<file path="src/rtl/minx16_ctx_xfer_pkg.sv">
// Shared types and constants for the Minx16 context save/restore engine.
// WD_* codes are the register file's byte-lane write modes.
package minx16_ctx_pkg;

  typedef enum logic [2:0] {
    ST_IDLE,
    ST_S_RD,
    ST_S_HI,
    ST_S_LO,
    ST_R_HI,
    ST_R_LO,
    ST_DONE
  } ctx_state_t;

  localparam logic MODE_SAVE    = 1'b0;
  localparam logic MODE_RESTORE = 1'b1;

  localparam logic [2:0] WD_KEEP = 3'b000;
  localparam logic [2:0] WD_LO   = 3'b001;
  localparam logic [2:0] WD_HI   = 3'b010;

endpackage

</file>
<file path="src/rtl/minx16_ctx_xfer_if.sv">
// Register file port plus the save/restore byte streams.
// Handshake: a byte moves in a cycle where valid && ready are both high at the
// clock edge; the source holds data stable while valid && !ready.
interface minx16_ctx_xfer_if #(parameter int A = 3);

  logic [A-1:0] rf_ra;
  logic [15:0]  rf_da;
  logic [A-1:0] rf_rd;
  logic [15:0]  rf_dd;
  logic [2:0]   rf_wd;

  logic         so_valid;
  logic         so_ready;
  logic [7:0]   so_data;

  logic         si_valid;
  logic         si_ready;
  logic [7:0]   si_data;

  modport master (
    output rf_ra, rf_rd, rf_dd, rf_wd, so_valid, so_data, si_ready,
    input  rf_da, so_ready, si_valid, si_data
  );

  modport slave (
    input  rf_ra, rf_rd, rf_dd, rf_wd, so_valid, so_data, si_ready,
    output rf_da, so_ready, si_valid, si_data
  );

endinterface

</file>
<file path="src/rtl/minx16_ctx_xfer.sv">
// Streams every Minx16 register out as bytes (save) or in from bytes (restore),
// high byte first, registers in ascending index order.
module minx16_ctx_xfer
  import minx16_ctx_pkg::*;
#(
  parameter int A = 3
) (
  input  logic       clk,
  input  logic       rst,
  input  logic       start,
  input  logic       mode,
  input  logic       abort,
  output logic       busy,
  output logic       done,
  output ctx_state_t dbg_state,
  minx16_ctx_xfer_if.master bus
);

  localparam logic [A-1:0] IDX_LAST = {A{1'b1}};

  ctx_state_t   state_q, state_d;
  logic [A-1:0] idx_q, idx_d;
  logic [15:0]  hold_q, hold_d;

  always_ff @(posedge clk) begin
    if (rst) begin
      state_q <= ST_IDLE;
      idx_q   <= '0;
      hold_q  <= '0;
    end else begin
      state_q <= state_d;
      idx_q   <= idx_d;
      hold_q  <= hold_d;
    end
  end

  // abort wins over every transition, including a start seen in IDLE.
  always_comb begin
    state_d = state_q;
    idx_d   = idx_q;
    hold_d  = hold_q;
    if (abort) begin
      state_d = ST_IDLE;
    end else begin
      case (state_q)
        ST_IDLE: begin
          if (start) begin
            idx_d   = '0;
            state_d = (mode == MODE_RESTORE) ? ST_R_HI : ST_S_RD;
          end
        end
        ST_S_RD: begin
          hold_d  = bus.rf_da;
          state_d = ST_S_HI;
        end
        ST_S_HI: begin
          if (bus.so_ready) state_d = ST_S_LO;
        end
        ST_S_LO: begin
          if (bus.so_ready) begin
            if (idx_q == IDX_LAST) begin
              state_d = ST_DONE;
            end else begin
              idx_d   = idx_q + 1'b1;
              state_d = ST_S_RD;
            end
          end
        end
        ST_R_HI: begin
          if (bus.si_valid) state_d = ST_R_LO;
        end
        ST_R_LO: begin
          if (bus.si_valid) begin
            if (idx_q == IDX_LAST) begin
              state_d = ST_DONE;
            end else begin
              idx_d   = idx_q + 1'b1;
              state_d = ST_R_HI;
            end
          end
        end
        ST_DONE: state_d = ST_IDLE;
        default: state_d = ST_IDLE;
      endcase
    end
  end

  // Restore writes are issued combinationally in the handshake cycle itself.
  always_comb begin
    busy         = (state_q != ST_IDLE);
    done         = (state_q == ST_DONE) && !abort;
    bus.so_valid = 1'b0;
    bus.so_data  = 8'h00;
    bus.si_ready = 1'b0;
    bus.rf_wd    = WD_KEEP;
    bus.rf_dd    = 16'h0000;
    case (state_q)
      ST_S_HI: begin
        bus.so_valid = !abort;
        bus.so_data  = hold_q[15:8];
      end
      ST_S_LO: begin
        bus.so_valid = !abort;
        bus.so_data  = hold_q[7:0];
      end
      ST_R_HI: begin
        bus.si_ready = !abort;
        if (bus.si_valid && !abort) begin
          bus.rf_wd = WD_HI;
          bus.rf_dd = {bus.si_data, 8'h00};
        end
      end
      ST_R_LO: begin
        bus.si_ready = !abort;
        if (bus.si_valid && !abort) begin
          bus.rf_wd = WD_LO;
          bus.rf_dd = {8'h00, bus.si_data};
        end
      end
      default: ;
    endcase
  end

  assign bus.rf_ra = idx_q;
  assign bus.rf_rd = idx_q;
  assign dbg_state = state_q;

endmodule

</file>
<file path="src/flat_wrapper.sv">
// flat-port wrapper written by rule: the top's interface ports become plain ports
module minx16_ctx_xfer_flat import minx16_ctx_pkg::*;
#(
  parameter int A = 3
)
  (clk, rst, start, mode, abort, busy, done, dbg_state, bus_rf_ra, bus_rf_rd, bus_rf_dd, bus_rf_wd, bus_so_valid, bus_so_data, bus_si_ready, bus_rf_da, bus_so_ready, bus_si_valid, bus_si_data);
  minx16_ctx_xfer_if #(.A(A)) bus_i ();
  input  logic clk;
  input  logic rst;
  input  logic start;
  input  logic mode;
  input  logic abort;
  output logic busy;
  output logic done;
  output ctx_state_t dbg_state;
  output wire logic [$bits(bus_i.rf_ra)-1:0] bus_rf_ra;
  output wire logic [$bits(bus_i.rf_rd)-1:0] bus_rf_rd;
  output wire logic [$bits(bus_i.rf_dd)-1:0] bus_rf_dd;
  output wire logic [$bits(bus_i.rf_wd)-1:0] bus_rf_wd;
  output wire logic [$bits(bus_i.so_valid)-1:0] bus_so_valid;
  output wire logic [$bits(bus_i.so_data)-1:0] bus_so_data;
  output wire logic [$bits(bus_i.si_ready)-1:0] bus_si_ready;
  input wire logic [$bits(bus_i.rf_da)-1:0] bus_rf_da;
  input wire logic [$bits(bus_i.so_ready)-1:0] bus_so_ready;
  input wire logic [$bits(bus_i.si_valid)-1:0] bus_si_valid;
  input wire logic [$bits(bus_i.si_data)-1:0] bus_si_data;
  assign bus_rf_ra = bus_i.rf_ra;
  assign bus_rf_rd = bus_i.rf_rd;
  assign bus_rf_dd = bus_i.rf_dd;
  assign bus_rf_wd = bus_i.rf_wd;
  assign bus_so_valid = bus_i.so_valid;
  assign bus_so_data = bus_i.so_data;
  assign bus_si_ready = bus_i.si_ready;
  assign bus_i.rf_da = bus_rf_da;
  assign bus_i.so_ready = bus_so_ready;
  assign bus_i.si_valid = bus_si_valid;
  assign bus_i.si_data = bus_si_data;
  minx16_ctx_xfer #(.A(A)) u_core (.clk(clk), .rst(rst), .start(start), .mode(mode), .abort(abort), .busy(busy), .done(done), .dbg_state(dbg_state), .bus(bus_i));
endmodule
</file>
<file path="config.mk">
export PLATFORM = sky130hd
export DESIGN_NAME = minx16_ctx_xfer_flat
export DESIGN_NICKNAME = d
export VERILOG_FILES = /design/src/rtl/minx16_ctx_xfer_pkg.sv /design/src/rtl/minx16_ctx_xfer_if.sv /design/src/rtl/minx16_ctx_xfer.sv /design/src/flat_wrapper.sv
export SDC_FILE = /design/constraint.sdc
export NUM_CORES = 1
export LEC_CHECK = 0
export CAP_MARGIN = 20
export CORE_UTILIZATION = 39
export DETAILED_ROUTE_END_ITERATION = 7
export GPL_ROUTABILITY_DRIVEN = 0
export PLACE_DENSITY = 0.8
export REMOVE_ABC_BUFFERS = 1
export SYNTH_ARGS = -nofsm -noshare
export SYNTH_HDL_FRONTEND = slang
export SYNTH_SLANG_ARGS = --single-unit
</file>
<file path="constraint.sdc">
create_clock -name clk -period 1.7 [get_ports clk]
set_input_delay 0.34 -clock clk [delete_from_list [all_inputs] [get_ports clk]]
set_output_delay 0.34 -clock clk [all_outputs]
set_load 0.005 [all_outputs]
</file>
==> run_results.csv <==
group,metric,value,unit
outcome,status,"finished with violations",
outcome,violations,"setup timing",
yosys,synth_edf_count,0,
timing,report.final.hold_viol_count,0,
timing,finalMaxSlewViolations,0,
route,drt_wl_total,4676,microns
yosys,synth_top_area_cell,"dfxtp_1",
die,die_h,60.32,microns
finish,final_area,2539,sq um
yosys,synth.most_common_cell,"nand2_1",
finish,areaGrowthSynthToFinish,91.41,%
global_route,grt_max_degree,22,
die,core,3128,sq um
power_and_ir_drop,p_leak,1.051,nW
route,drt_iter0_markers,67,
yosys,synth_top_area_share,0.3321,
route,vias_per_cell,5.040,
global_route,grt_pass1_wl,6127,microns
die,start_util,0.4240,
critical_path,setup.worst_path.start,"u_core.dbg_state[1]",
yosys,ys_top_cells_by_area,"dfxtp_1 33%, nand2_1 10%, a21oi_1 7.9%, and2_1 7.5%, mux2i_1 6.0%",
route,drc,0,
timing,fin_ws,-0.1354,ns
clock_network,cts.reportedPaths.clkPinSlew,0.11,ns
critical_path,reg2reg_from,"u_core.dbg_state[1]",
timing,finClkSkew,0.004809,ns
yosys,yosysUniqueCellTypes,37,
critical_path,arrival,2.04,ns
die,dieWidth,60.32,microns
die,num_io_pins,71,
timing,max_freq,544.8,MHz
critical_path,reg2regPathDepth,8,
route,route.vias.total,1618,
hold_path,min_path_type,"flip-flop to flip-flop",
critical_path,critical_path_required,1.90,ns
yosys,syn_avg_cell_area,7.579,sq um
place,port_buffers,69,
finish,final_net_count,311,
finish,drive_gt1_frac,0.4224,
critical_path,critPathLaunchType,"flip-flop",
power_and_ir_drop,vdd_drop_max,0.0004737,V
clock_network,htree_num_levels,1,
yosys,synth-main-ff-cell,"dfxtp_1",
clock_network,cts_tree,"done",
die,fp-row-count,20,
timing,setup_viol,30,
yosys,synth-seq-cells,22,
yosys,syn_inst,175,
route,drtPass1Iterations,5,
clock_network,ctsRootBufferMaster,"clkbuf_4",
critical_path,worstSetupPathType,"flip-flop to flip-flop",
global_route,antenna_found_initial,0,
yosys,syn_area,1326,sq um
critical_path,ff2ff_setup_slack,-0.14,ns
yosys,synth_commonest_cells,"36 x nand2_1, 22 x dfxtp_1, 21 x a21oi_1",
power_and_ir_drop,power_per_cell_area,436.6,nW/um^2
critical_path,r2r_end,"u_core.bus.rf_ra[1]",
timing,period_minus_slack,1.835,ns
yosys,ys_warn_count,0,
yosys,ys_async_sr_fraction,0,
timing,rsz0062_at_grt,"yes",
yosys,yosysSeqAreaShare,0.3321,
clock_network,cts.sinks,22,
job,cap_violations,0,
critical_path,setup.worst_path.end,"u_core.bus.rf_ra[1]",
timing,period_share,1.080,
route,routedWlPerCell,14.57,microns
clock_network,cts_buffer_depth,2,
global_route,grt.overflow.total,0,
clock_network,clk_latency,0.30,ns
clock_network,cts_buffers,3,
place,hpwl,2693,microns
die,die_area,3638,sq um
route,antenna_left,0,
finish,diodes,0,
global_route,grt_pass1_vias,1422,
global_route,track_usage,0.2220,
power_and_ir_drop,total_power,0.001108,W
place,placed_cell_area,2183,sq um
critical_path,path_max_fanout,5,
critical_path,worstSetupEndpointType,"flip-flop",
==> cells by family after synthesis <==
group	share of synthesized area
compound gates	0.1717
fa+ha+maj	0.01886
simple gates	0.3264
mux	0.06038
other cells	0.002827
flops	0.3321
buf+inv	0.08773
==> layer usage <==
metal | share of wire | track usage | vias to the layer above | routed length (microns)
met2 | 0.53 | 0.4035 | 91 | 2467
met3 | 0.091 | 0.04545 | 6 | 424
met5 | 0 | 0 | - | 0
met4 | 0.014 | 0.06312 | 0 | 66
li1 | - | - | 790 | -
met1 | 0.37 | 0.2605 | 731 | 1717
==> timing repair <==
action / CTS / global route
setup buffers: 10 / 7
gates resized for setup: 128 / 63
pin swaps: 19 / 11
cloned: 2 / 2
endpoints found under the hold margin: 0 / 0
endpoints found under the setup margin: 33 / 35
hold buffers: 0 / 0
==> power by group <==
group | internal, W | total [W] | switching [W] | leakage, nW
Clock | 0.000131 | 0.000285 | 0.000154 | 0.0210
Sequential | 0.000526 | 0.000538 | 0.0000122 | 0.181
Combinational | 0.000171 | 0.000286 | 0.000115 | 0.849
==> flip-flops by register name, summed over array words and instances (netlist names) <==
register / flops
u_core.bus.rf_ra: 3
u_core.dbg_state: 3
u_core.hold_q: 16
==> worst min path at each step <==
stage | from | endpoint | slack, ns | cells after the start
global route | u_core.hold_q[9] | u_core.hold_q[9] | 0.49 | 2
finish | u_core.hold_q[14] | u_core.hold_q[14] | 0.46 | 2
CTS | u_core.hold_q[14] | u_core.hold_q[14] | 0.47 | 2
global placement | u_core.hold_q[12] | u_core.hold_q[12] | 0.44 | 2
detailed placement | u_core.hold_q[14] | u_core.hold_q[14] | 0.45 | 2
floorplan | rst | u_core.hold_q[0] | 0.41 | 1
==> cell usage in the layout (no fill, tap or decap), types with 5 or more instances in the layout <==
cell type        instances
nand2_1                 35
clkdlybuf4s50_1         34
buf_4                   24
a21oi_1                 21
buf_6                   21
buf_2                   19
dfxtp_1                 17
and2_1                   8
and2_4                   8
nor2_2                   6
mux2i_1                  5
==> through the flow <==
step	setup WS [ns]	hold WS, ns	instances	TNS (ns)	util
floorplan	-0.1403	0.4091	159	-2.869	-
global placement	-0.5047	0.4428	297	-12.78	0.6980
detailed placement	-0.6016	0.4485	297	-13.44	0.6980
CTS	-0.1602	0.4660	313	-2.543	0.7404
global route	-0.2420	0.4910	321	-4.770	0.8116
finish	-0.1354	0.4603	321	-2.356	0.8116
==> critical path, stage by stage, from the launching register on <==
cell and delay, ns:
dfxtp_2 0.35, buf_4 0.13, buf_6 0.11, buf_6 0.12, buf_8 0.12, or3b_1 0.35, a221o_1 0.31, a21oi_2 0.16
o21ai_1 0.09
==> final cells by class <==
type,instances,area (sq um)
fillers,194,589.3
multi-input cells,133,925.9
clock buffers,4,36.28
inverters,4,15.01
flip-flops and latches,22,451.7
well taps,44,55.05
repair buffers,114,1055
Power figures use the tool's default switching activity.
